$ cat config.mk
export PLATFORM = sky130hd
export DESIGN_NAME = memory_arbiter
export DESIGN_NICKNAME = d
export VERILOG_FILES = /design/src/rtl/memory_arbiter.sv
export SDC_FILE = /design/constraint.sdc
export NUM_CORES = 1
export LEC_CHECK = 0
export CORE_UTILIZATION = 40
export CTS_BUF_LIST = sky130_fd_sc_hd__clkbuf_4 sky130_fd_sc_hd__clkbuf_8
export DETAILED_ROUTE_END_ITERATION = 12
export MAX_ROUTING_LAYER = met4
export PLACE_DENSITY = 0.78
export SYNTH_ARGS = -nofsm -noshare
export SYNTH_HDL_FRONTEND = slang
export SYNTH_SLANG_ARGS = --single-unit
$ cat constraint.sdc
create_clock -name CLK -period 5.5 [get_ports CLK]
set_clock_uncertainty 0.05 [all_clocks]
set_input_delay 0.55 -clock CLK [delete_from_list [all_inputs] [get_ports CLK]]
set_output_delay 0.55 -clock CLK [all_outputs]
set_load 0.005 [all_outputs]
$ cat src/rtl/memory_arbiter.sv
// memory_arbiter: single-port RAM arbiter for instruction fetch and data access.
// Ports:
//   CLK, RST               clock, synchronous active-high reset
//   iREN, iaddr            fetch request and address
//   ihit, imemload         fetch-complete pulse and last fetched word
//   dREN, dWEN, daddr,     data read/write request, address and store data
//   dstore
//   dhit, dmemload         data-complete pulse and last loaded word
//   halt                   blocks new fetch grants
//   ramREN, ramWEN,        RAM strobes, address and write data
//   ramaddr, ramstore
//   ramload, ram_ready     RAM read data and completion
//   timeout_err            sticky flag: RAM failed to complete within TIMEOUT cycles
module memory_arbiter #(
    parameter int unsigned TIMEOUT = 255
) (
    input  logic        CLK,
    input  logic        RST,
    input  logic        iREN,
    input  logic [31:0] iaddr,
    output logic        ihit,
    output logic [31:0] imemload,
    input  logic        dREN,
    input  logic        dWEN,
    input  logic [31:0] daddr,
    input  logic [31:0] dstore,
    output logic        dhit,
    output logic [31:0] dmemload,
    input  logic        halt,
    output logic        ramREN,
    output logic        ramWEN,
    output logic [31:0] ramaddr,
    output logic [31:0] ramstore,
    input  logic [31:0] ramload,
    input  logic        ram_ready,
    output logic        timeout_err
);
    typedef enum logic [1:0] {IDLE, ACCESS, RESP} state_t;
    localparam logic [7:0] LIMIT = 8'(TIMEOUT);
    state_t state, next;
    logic src_d, wr;
    logic [31:0] addr_q, store_q;
    logic [7:0] cnt;
    logic grant_d, grant_i, expired, discard;

    always_ff @(posedge CLK) begin
        if (RST) state <= IDLE;
        else     state <= next;
    end

    always_comb begin
        grant_d = dWEN || dREN;
        grant_i = iREN && !halt;
        expired = cnt == LIMIT;
        // a fetch whose request vanished or moved (branch/jump flush) is stale
        discard = !src_d && (!iREN || iaddr != addr_q);
        next    = state;
        case (state)
            IDLE:    next = (grant_d || grant_i) ? ACCESS : IDLE;
            ACCESS:  next = ram_ready ? (discard ? IDLE : RESP) : (expired ? IDLE : ACCESS);
            default: next = IDLE;
        endcase
        ramREN   = state == ACCESS && !wr;
        ramWEN   = state == ACCESS && wr;
        ramaddr  = addr_q;
        ramstore = store_q;
        ihit     = state == RESP && !src_d;
        dhit     = state == RESP && src_d;
    end

    always_ff @(posedge CLK) begin
        if (RST) begin
            src_d       <= 1'b0;
            wr          <= 1'b0;
            addr_q      <= '0;
            store_q     <= '0;
            cnt         <= '0;
            imemload    <= '0;
            dmemload    <= '0;
            timeout_err <= 1'b0;
        end else begin
            if (state == IDLE && (grant_d || grant_i)) begin
                src_d   <= grant_d;
                wr      <= dWEN;
                addr_q  <= grant_d ? daddr : iaddr;
                store_q <= dstore;
                cnt     <= 8'd1;
            end
            if (state == ACCESS) begin
                cnt <= cnt + 8'd1;
                if (ram_ready) begin
                    if (src_d && !wr) dmemload <= ramload;
                    if (!src_d && !discard) imemload <= ramload;
                end else if (expired) begin
                    timeout_err <= 1'b1;
                end
            end
        end
    end
endmodule

=== Word level (Yosys, flattened, before mapping) ===
Cells that the tools add are included.

* Reduce and logical (&&, ||, !) cells: 22
* Equal/unequal tests: 4
* Muxes and demuxes: 8
* Add/subtract/negate cells: 1
* Bitwise operators: 1

{| class="wikitable"
|+ Operators with widths
! kind !! count
|-
| 32-bit 2-to-1 mux || 1
|-
| 32-bit != test || 1
|-
| 8-bit 2-to-1 mux || 2
|-
| 1-bit logical AND || 9
|-
| 3-bit AND reduction || 3
|-
| 8-bit by 1-bit adder with 8-bit output, second input constant || 1
|-
| 8-bit == test, second input constant || 1
|-
| 1-bit logical NOT || 5
|-
| 2-bit 2-to-1 mux || 2
|-
| 2-bit one-hot mux with 2 select lines || 1
|-
| 1-bit logical OR || 3
|-
| 2-bit by 1-bit == test with 1-bit output, second input constant || 1
|-
| 2-bit == test, second input constant || 1
|-
| 2-bit logical NOT || 1
|-
| 1-bit 2-to-1 mux || 2
|-
| 2-bit nonzero test || 1
|-
| 1-bit NOT || 1
|}

* Word-level logic and storage cells: 45
* Register bits after elaboration: 141
* Output and inout port bits: 133

=== Depth between registers and ports, before layout ===
Gate-level depths: netlist (run 1).

* Word-level depth: 6
* Gate-level depth with buffers: 7

=== Least setup slack after synthesis (run 1) ===
No wires, ideal clock.

* Path kind: input to register
* Start: input iaddr[4]
* End: register imemload[1]
* Stages on the path: 7
* Setup slack: 3.109 ns
* Required time: 5.322 ns
* Arrival: 2.213 ns
* Library setup time: 0.128 ns
* Path through: xnor2_1 nand4_1 or4_4 nor4_4 buf_6 mux2i_1 nor2_1

* Longest elaborated chain between the ends: 6

{| class="wikitable"
|+ RTL lines
! element !! line !! text
|-
| from (decl) || 20 || <nowiki>input logic [31:0] iaddr,</nowiki>
|-
| 32-bit != test || 56 || <nowiki>discard = !src_d && (!iREN || iaddr != addr_q);</nowiki>
|-
| 1-bit logical OR || 56 ||
|-
| 1-bit logical AND || 56 ||
|-
| 1-bit logical NOT || 93 || <nowiki>if (!src_d && !discard) imemload <= ramload;</nowiki>
|-
| 1-bit logical AND || 93 ||
|-
| 3-bit AND reduction (no line) || n/a ||
|-
| to (signal assigned) || 93 ||
|-
| to (decl) || 22 || <nowiki>output logic [31:0] imemload,</nowiki>
|}

No other way between the ends.
A chain may end at the register's enable or synchronous reset.

=== Worst setup path after layout (run 1) ===
* Start: input dREN
* End: register addr_q[12] (netlist: ramaddr[12])

* Longest elaborated chain between the ends: 3
* Elaborated cells on any way between the ends: 4
* Classes of those cells: 1 x mux; 3 x reduce/logical

{| class="wikitable"
|+ RTL lines
! element !! line !! text
|-
| from (decl) || 23 || <nowiki>input logic dREN,</nowiki>
|-
| 1-bit logical OR (*) || 52 || <nowiki>grant_d = dWEN || dREN;</nowiki>
|-
| 1-bit logical OR || 82 || <nowiki>if (state == IDLE && (grant_d || grant_i)) begin</nowiki>
|-
| 1-bit logical AND || 82 ||
|-
| to (signal assigned) || 85 || <nowiki>addr_q <= grant_d ? daddr : iaddr;</nowiki>
|-
| to (decl) || 42 || <nowiki>logic [31:0] addr_q, store_q;</nowiki>
|}

Every way passes the cells marked *; elsewhere a longest branch is shown, timed or not.

==> results.py, run 1 <==
metrics = {
    "run_status": {
        "status": "complete, no violations",
    },
    "synth": {
        "synth-edff-count": 0,
        "synthFlopType": "sky130_fd_sc_hd__dfxtp_1",
        "synthDistinctLibCells": 34,
        "synth_seq_area_share": 0.4898,
        "synth_async_sr_flop_share": 0,
        "yosysTopAreaCellShare": 0.4898,
        "post_synth_instance_area_um2": 5763,
        "ys.warnings.count": 0,
        "number_of_synthesized_register_bits": 141,
        "synth.top_cells.by_count": "164 x sky130_fd_sc_hd__nand2_1, 141 x sky130_fd_sc_hd__dfxtp_1, 85 x sky130_fd_sc_hd__nor2_1, 72 x sky130_fd_sc_hd__a21oi_1, 48 x sky130_fd_sc_hd__clkbuf_1",
        "yosys.cell_count.top_type": "sky130_fd_sc_hd__nand2_1",
        "post_synth_inst_count": 706,
        "postSynthAreaPerCell_um2": 8.163,
        "synth_fp_nets": 842,
        "post_synth_main_area_contributors": "sky130_fd_sc_hd__dfxtp_1 49%, sky130_fd_sc_hd__nand2_1 11%, sky130_fd_sc_hd__a21oi_1 6.3%",
        "synth_largest_area_cell": "sky130_fd_sc_hd__dfxtp_1",
    },
    "clock_network": {
        "cts_tree": "yes",
        "cts_inserted_buffers": 17,
        "ctsHoldBuffers": 0,
        "clock_h_tree_levels": 4,
        "clk_root_buffer_cell": "sky130_fd_sc_hd__clkbuf_8",
        "worst_setup_hold_path_clk_slew_ps": 80,
        "clock_latency_ps": 430,
        "post-cts-setup-buffers": 0,
        "clock-sinks": 141,
        "cts_buffer_depth": 2,
        "cts_resized": 0,
    },
    "final_layout": {
        "syn2layout_area_growth_pct": 55.80,
        "utilization": 0.6419,
        "nNetsFinal": 1087,
        "multi_input_combinational_cell_area_um2": 2696,
        "fillers": 1197,
        "layout-drive-gt1-share": 0.05187,
        "num_antenna_cells": 0,
        "sequential_cell_area_um2": 2823,
    },
    "timing": {
        "period_share": 0.5358,
        "hold_viol": 0,
        "period_needed_ps": 2947,
        "drv_slew": 0,
        "setup_ws_ps": 2553,
        "worst-slew-pin-transition_ps": 1069,
        "setup-tns-final_ps": 0,
        "maxSlewHeadroom": 0.2856,
        "final.hold.worst_slack_ps": 403.8,
        "finish_stage_setup_viols": 0,
        "rsz0062_at_grt": "no",
        "maxClockFrequency_mhz": 339.3,
    },
    "worst_hold_path": {
        "worstHoldStart": "dmemload[10]$_SDFFE_PP0P_",
        "hold_path_end": "dmemload[10]$_SDFFE_PP0P_",
        "hold_class": "reg2reg",
        "worst_hold_path.num_cells": 2,
    },
    "placement": {
        "pre_cts_slack_ps": 2110,
        "globalplace.congestion": 0.8209,
        "post-dp-hpwl_um": 12170,
        "port_buffers": 267,
    },
    "floorplanning": {
        "std_cell_rows": 43,
        "initial_core_util": 0.4120,
        "design.die.area_um2": 14890,
        "floorplan.io_pins": 268,
        "die_w_um": 122.0,
        "core_area_um2": 13990,
        "die_h_um": 122.0,
    },
    "detailed_routing": {
        "remaining_drc_errors": 0,
        "drt_first_iter_violations": 352,
        "count_of_vias_placed_by_the_detailed_router": 5798,
        "vias_per_cell": 5.068,
        "routedWlPerCell_um": 15.12,
        "postRouteAntennaNets": 0,
        "first_pass_iters": 4,
        "routed_wl_um": 17300,
    },
    "worst_setup_path": {
        "worst_r2r_startpoint": "ramaddr[25]$_SDFFE_PP0P_",
        "critical_path.max_fanout": 51,
        "critical_path_arrival_ps": 3240,
        "crit_required_ps": 5790,
        "timing.critical_path.from_type": "primary input",
        "reg2regPathDepth": 7,
        "worst-r2r-setup-slack_ps": 2810,
        "timing_worst_setup_path_type": "in2reg",
        "endpoint_kind": "flop",
        "worst_r2r_endpoint": "imemload[12]$_SDFFE_PP0P_",
    },
    "power": {
        "irDropWorstVdd_uv": 165.6,
        "pwr-share-comb": 0.178,
        "switching_power_uw": 641.3,
        "clockPowerShare": 0.370,
        "pwr_per_cell_area_nw_per_um2": 276.1,
        "cellLeakagePower_uw": 0.003225,
        "seq_power_share": 0.452,
        "switching_portion_of_total_power": 0.2587,
        "power_report.internal_total_uw": 1838,
    },
    "global_routing": {
        "grt_pass1_wl_um": 26830,
        "grtUsageTotal": 0.2392,
        "gr_met1_demand_resource": 0.2732,
        "maximum_number_of_pins_on_one_net_before_global_route_repair": 74,
        "overflow": 0,
        "top_usage_layer": "met2",
        "grt_util_met3": 0.06929,
        "groute.layer.met2.usage": 0.3859,
        "grt_pass1_vias": 5546,
        "initial_antenna_violation_count": 0,
    },
    "run": {
        "max_cap_viol_count": 0,
    },
}
-- stage by stage --
stage                     area, um2  power [uW]  cells
final                          8979        2479   1144
after global routing           8979        2596   1144
after CTS                      8979        2506   1144
after detailed placement       8534        1586   1112
after global placement         8534        1581   1112
after floorplan                5763        1318    706
-- state kept, by name, indices dropped and copies added (netlist names) --
signal,cells
ramaddr,32
src_d,1
ramstore,32
dmemload,32
cnt,8
imemload,32
state,2
wr,1
timeout_err,1
-- area by class of cell --
cell class,instances,share of cell area
flip-flops and latches,141,0.3144
clock buffers,19,0.02843
multi-input cells,502,0.3003
well taps,180,0.02508
repair buffers,277,0.3057
inverters,12,0.005017
clock inverters,13,0.02104
-- worst max-delay path, cell delays in order --
cell and delay [ps]:
sky130_fd_sc_hd__clkdlybuf4s50_1 450, sky130_fd_sc_hd__buf_4 300, sky130_fd_sc_hd__nor2_2 70, sky130_fd_sc_hd__a21oi_1 220, sky130_fd_sc_hd__nor2b_4 920, sky130_fd_sc_hd__buf_4 400
sky130_fd_sc_hd__nor2_1 70, sky130_fd_sc_hd__a311oi_1 240
-- power by group through the flow --
stage               registers, uW  logic (uW)  clock network, uW
CTS                          1120         443                941
global route                 1130         483                983
global placement             1140         439                  0
finish                       1120         441                917
detailed placement           1140         441                  0
floorplan                    1140         174                  0
-- cells by family (layout without fill, tap and decap cells) --
kind of cell,count (synthesis),in the layout,share of synthesized area
buffers and inverters,63,321,0.04494
XOR/XNOR,20,20,0.03170
AO/OA/AOI/OAI,155,155,0.1620
flip-flops,141,141,0.4898
multiplexers,32,32,0.05558
adder cells (fa/ha/maj),1,1,0.002171
AND/OR/NAND/NOR,294,294,0.2138
-- routing by layer --
metal | up-vias | wire length, um | share of wire
met5 | - | 0 | 0
met4 | 0 | 482 | 0.028
li1 | 2882 | - | -
met3 | 33 | 1347 | 0.078
met1 | 2645 | 7287 | 0.42
met2 | 238 | 8182 | 0.47
-- cells in the final DEF (no fill, tap or decap), types with 12 or more instances in the layout --
master,netlist,final
sky130_fd_sc_hd__a21oi_1,72,72
sky130_fd_sc_hd__clkbuf_8,0,18
sky130_fd_sc_hd__a311oi_1,32,32
sky130_fd_sc_hd__o21ai_0,37,37
sky130_fd_sc_hd__nor2_1,85,84
sky130_fd_sc_hd__mux2i_1,32,32
sky130_fd_sc_hd__xor2_1,13,13
sky130_fd_sc_hd__inv_1,12,12
sky130_fd_sc_hd__dfxtp_1,141,141
sky130_fd_sc_hd__clkdlybuf4s50_1,0,266
sky130_fd_sc_hd__nand2_1,164,164
-- how the worst max path moves through the flow --
stage	slack, ps	cells past startpoint	start	to
after detailed placement	2110	8	dREN	ramaddr[4]$_SDFFE_PP0P_
after global routing	2310	8	dREN	ramaddr[13]$_SDFFE_PP0P_
final	2550	8	dREN	ramaddr[12]$_SDFFE_PP0P_
after global placement	2190	8	iaddr[25]	imemload[11]$_SDFFE_PP0P_
after floorplan	3110	7	iaddr[4]	imemload[1]$_SDFFE_PP0P_
after CTS	2600	8	iaddr[25]	imemload[12]$_SDFFE_PP0P_
Note: power is estimated with default switching activity, not from simulation.
==> inputs of run 2 (changes only) <==
- clock period: 5.5 -> 2.81 ns (I/O delays scaled with it)
==> run 2 against run 1 <==
Against the previous run:
- register-to-register slack worse by 2500 ps
- first-iteration DRC count up 8.5%
- total power rose by 100%
- critical path depth fell by 1
- count of clock-buffer cells in the layout is 3 higher
- highest routed layer unchanged
==> results.py, run 2 (synthesis gave the netlist of run 1 again) <==
metrics = {
    "power": {
        "pwr_per_cell_area_nw_per_um2": 550.2,
        "cellLeakagePower_uw": 0.003283,
        "post-layout-total-power_uw": 4985,
        "irDropWorstVdd_uv": 276.6,
    },
    "worst_hold_path": {
        "hold_class": "in2reg",
    },
    "clock_network": {
        "ctsHoldBuffers": 0,
        "clk_root_buffer_cell": "sky130_fd_sc_hd__clkbuf_8",
        "worst_setup_hold_path_clk_slew_ps": 80,
        "post-cts-setup-buffers": 0,
        "clock_h_tree_levels": 4,
        "clock-sinks": 141,
        "cts_inserted_buffers": 17,
        "clock_latency_ps": 440,
        "cts_buffer_depth": 2,
        "cts_resized": 0,
        "cts_tree": "yes",
    },
    "global_routing": {
        "gr_met1_demand_resource": 0.2844,
        "grt_util_met3": 0.06648,
        "grt_pass1_vias": 5468,
        "maximum_number_of_pins_on_one_net_before_global_route_repair": 89,
        "groute.layer.met2.usage": 0.4064,
        "top_usage_layer": "met2",
        "grt_pass1_wl_um": 27280,
        "overflow": 0,
        "initial_antenna_violation_count": 0,
        "grtUsageTotal": 0.2455,
    },
    "worst_setup_path": {
        "list_of_cells_traversed_by_the_critical_path": "xnor2_2 > nand4_1 > or4_4 > nor4_4 > buf_12 > mux2i_1 > nor2_1",
        "critical_path_arrival_ps": 2720,
        "crit_path_max_incr_delay_ps": 580,
        "crit_required_ps": 3080,
        "crit_slowest_cell": "sky130_fd_sc_hd__or4_4",
        "critPathTopFamily": "simple AND/OR/NAND/NOR gates",
        "timing_worst_setup_path_type": "reg2reg",
        "cp_num_buf_inv": 1,
        "worst-r2r-setup-slack_ps": 360,
        "critical_path.max_fanout": 32,
        "endpoint_kind": "flop",
        "timing.critical_path.from_type": "flop",
    },
    "detailed_routing": {
        "count_of_vias_placed_by_the_detailed_router": 5742,
        "first_pass_iters": 4,
        "routedWlPerCell_um": 15.34,
        "routed_wl_um": 17580,
        "drt_first_iter_violations": 382,
        "remaining_drc_errors": 0,
        "postRouteAntennaNets": 0,
        "vias_per_cell": 5.010,
    },
    "run": {
        "max_cap_viol_count": 0,
    },
    "timing": {
        "hold_viol": 0,
        "period_needed_ps": 2454,
        "worst-slew-pin-transition_ps": 546.0,
        "maxSlewHeadroom": 0.6360,
        "rsz0062_at_grt": "no",
        "drv_slew": 0,
        "finish_stage_setup_viols": 0,
        "final.hold.worst_slack_ps": 245.2,
        "period_share": 0.8732,
        "maxClockFrequency_mhz": 407.5,
    },
    "floorplanning": {
        "initial_core_util": 0.4120,
        "core_area_um2": 13990,
        "design.die.area_um2": 14890,
        "std_cell_rows": 43,
        "floorplan.io_pins": 268,
        "die_w_um": 122.0,
        "die_h_um": 122.0,
    },
    "final_layout": {
        "syn2layout_area_growth_pct": 57.21,
        "utilization": 0.6477,
        "num_antenna_cells": 0,
        "layout-drive-gt1-share": 0.05383,
        "layout_common_cells": "266 x sky130_fd_sc_hd__clkdlybuf4s50_1, 164 x sky130_fd_sc_hd__nand2_1, 141 x sky130_fd_sc_hd__dfxtp_1, 84 x sky130_fd_sc_hd__nor2_1, 72 x sky130_fd_sc_hd__a21oi_1",
        "nNetsFinal": 1089,
        "final_common_cell": "sky130_fd_sc_hd__clkdlybuf4s50_1",
    },
    "run_status": {
        "status": "complete, no violations",
    },
    "placement": {
        "port_buffers": 267,
        "post-dp-hpwl_um": 12540,
        "globalplace.congestion": 0.7478,
    },
}
run 2: changes by cell type in the layout (fill, tap and decap cells not counted):
cell	before	now
sky130_fd_sc_hd__clkbuf_8	18	20
sky130_fd_sc_hd__clkinv_2	1	3
sky130_fd_sc_hd__bufinv_16	4	5
sky130_fd_sc_hd__buf_4	11	10
sky130_fd_sc_hd__clkinvlp_4	5	0
sky130_fd_sc_hd__inv_6	2	1
sky130_fd_sc_hd__clkbuf_4	1	2
sky130_fd_sc_hd__buf_12	0	3
run 2: path summary, 6_finish.rpt:
path	startpoint	end	cells after the start
worst max-delay path	ramaddr[25]$_SDFFE_PP0P_	imemload[23]$_SDFFE_PP0P_	7
worst min-delay path	RST	imemload[13]$_SDFFE_PP0P_	2
worst max register to register	ramaddr[25]$_SDFFE_PP0P_	imemload[23]$_SDFFE_PP0P_	7
worst min register to register	dmemload[28]$_SDFFE_PP0P_	dmemload[28]$_SDFFE_PP0P_	2
run 2: metal layers:
metal	up-vias	share of wire
met5	-	0
met4	0	0.014
met3	20	0.070
met2	215	0.48
met1	2618	0.43
li1	2889	-
run 2: power breakdown:
group	switching [uW]	total [uW]	internal, uW
combinational	384	874	490
sequential	86.4	2200	2110
clock	766	1920	1150
total	1240	4980	3750
run 2: through the flow:
stage	TNS (ps)	cells	cell area, um2	setup slack, ps
after global routing	0	1146	9060	247.6
final	0	1146	9060	356.3
after detailed placement	-303.9	1114	8587	-33.49
after floorplan	0	706	5763	600.0
after global placement	0	1114	8587	31.98
after CTS	0	1146	9060	347.1
run 2: layout make-up:
cell class	instances	area, um2
Clock buffer	22	290.3
Clock inverter	10	182.7
Fill cell	1262	4928
Inverter	12	45.04
Multi-Input combinational cell	502	2696
Sequential cell	141	2823
Tap cell	180	225.2
Timing Repair Buffer	279	2798
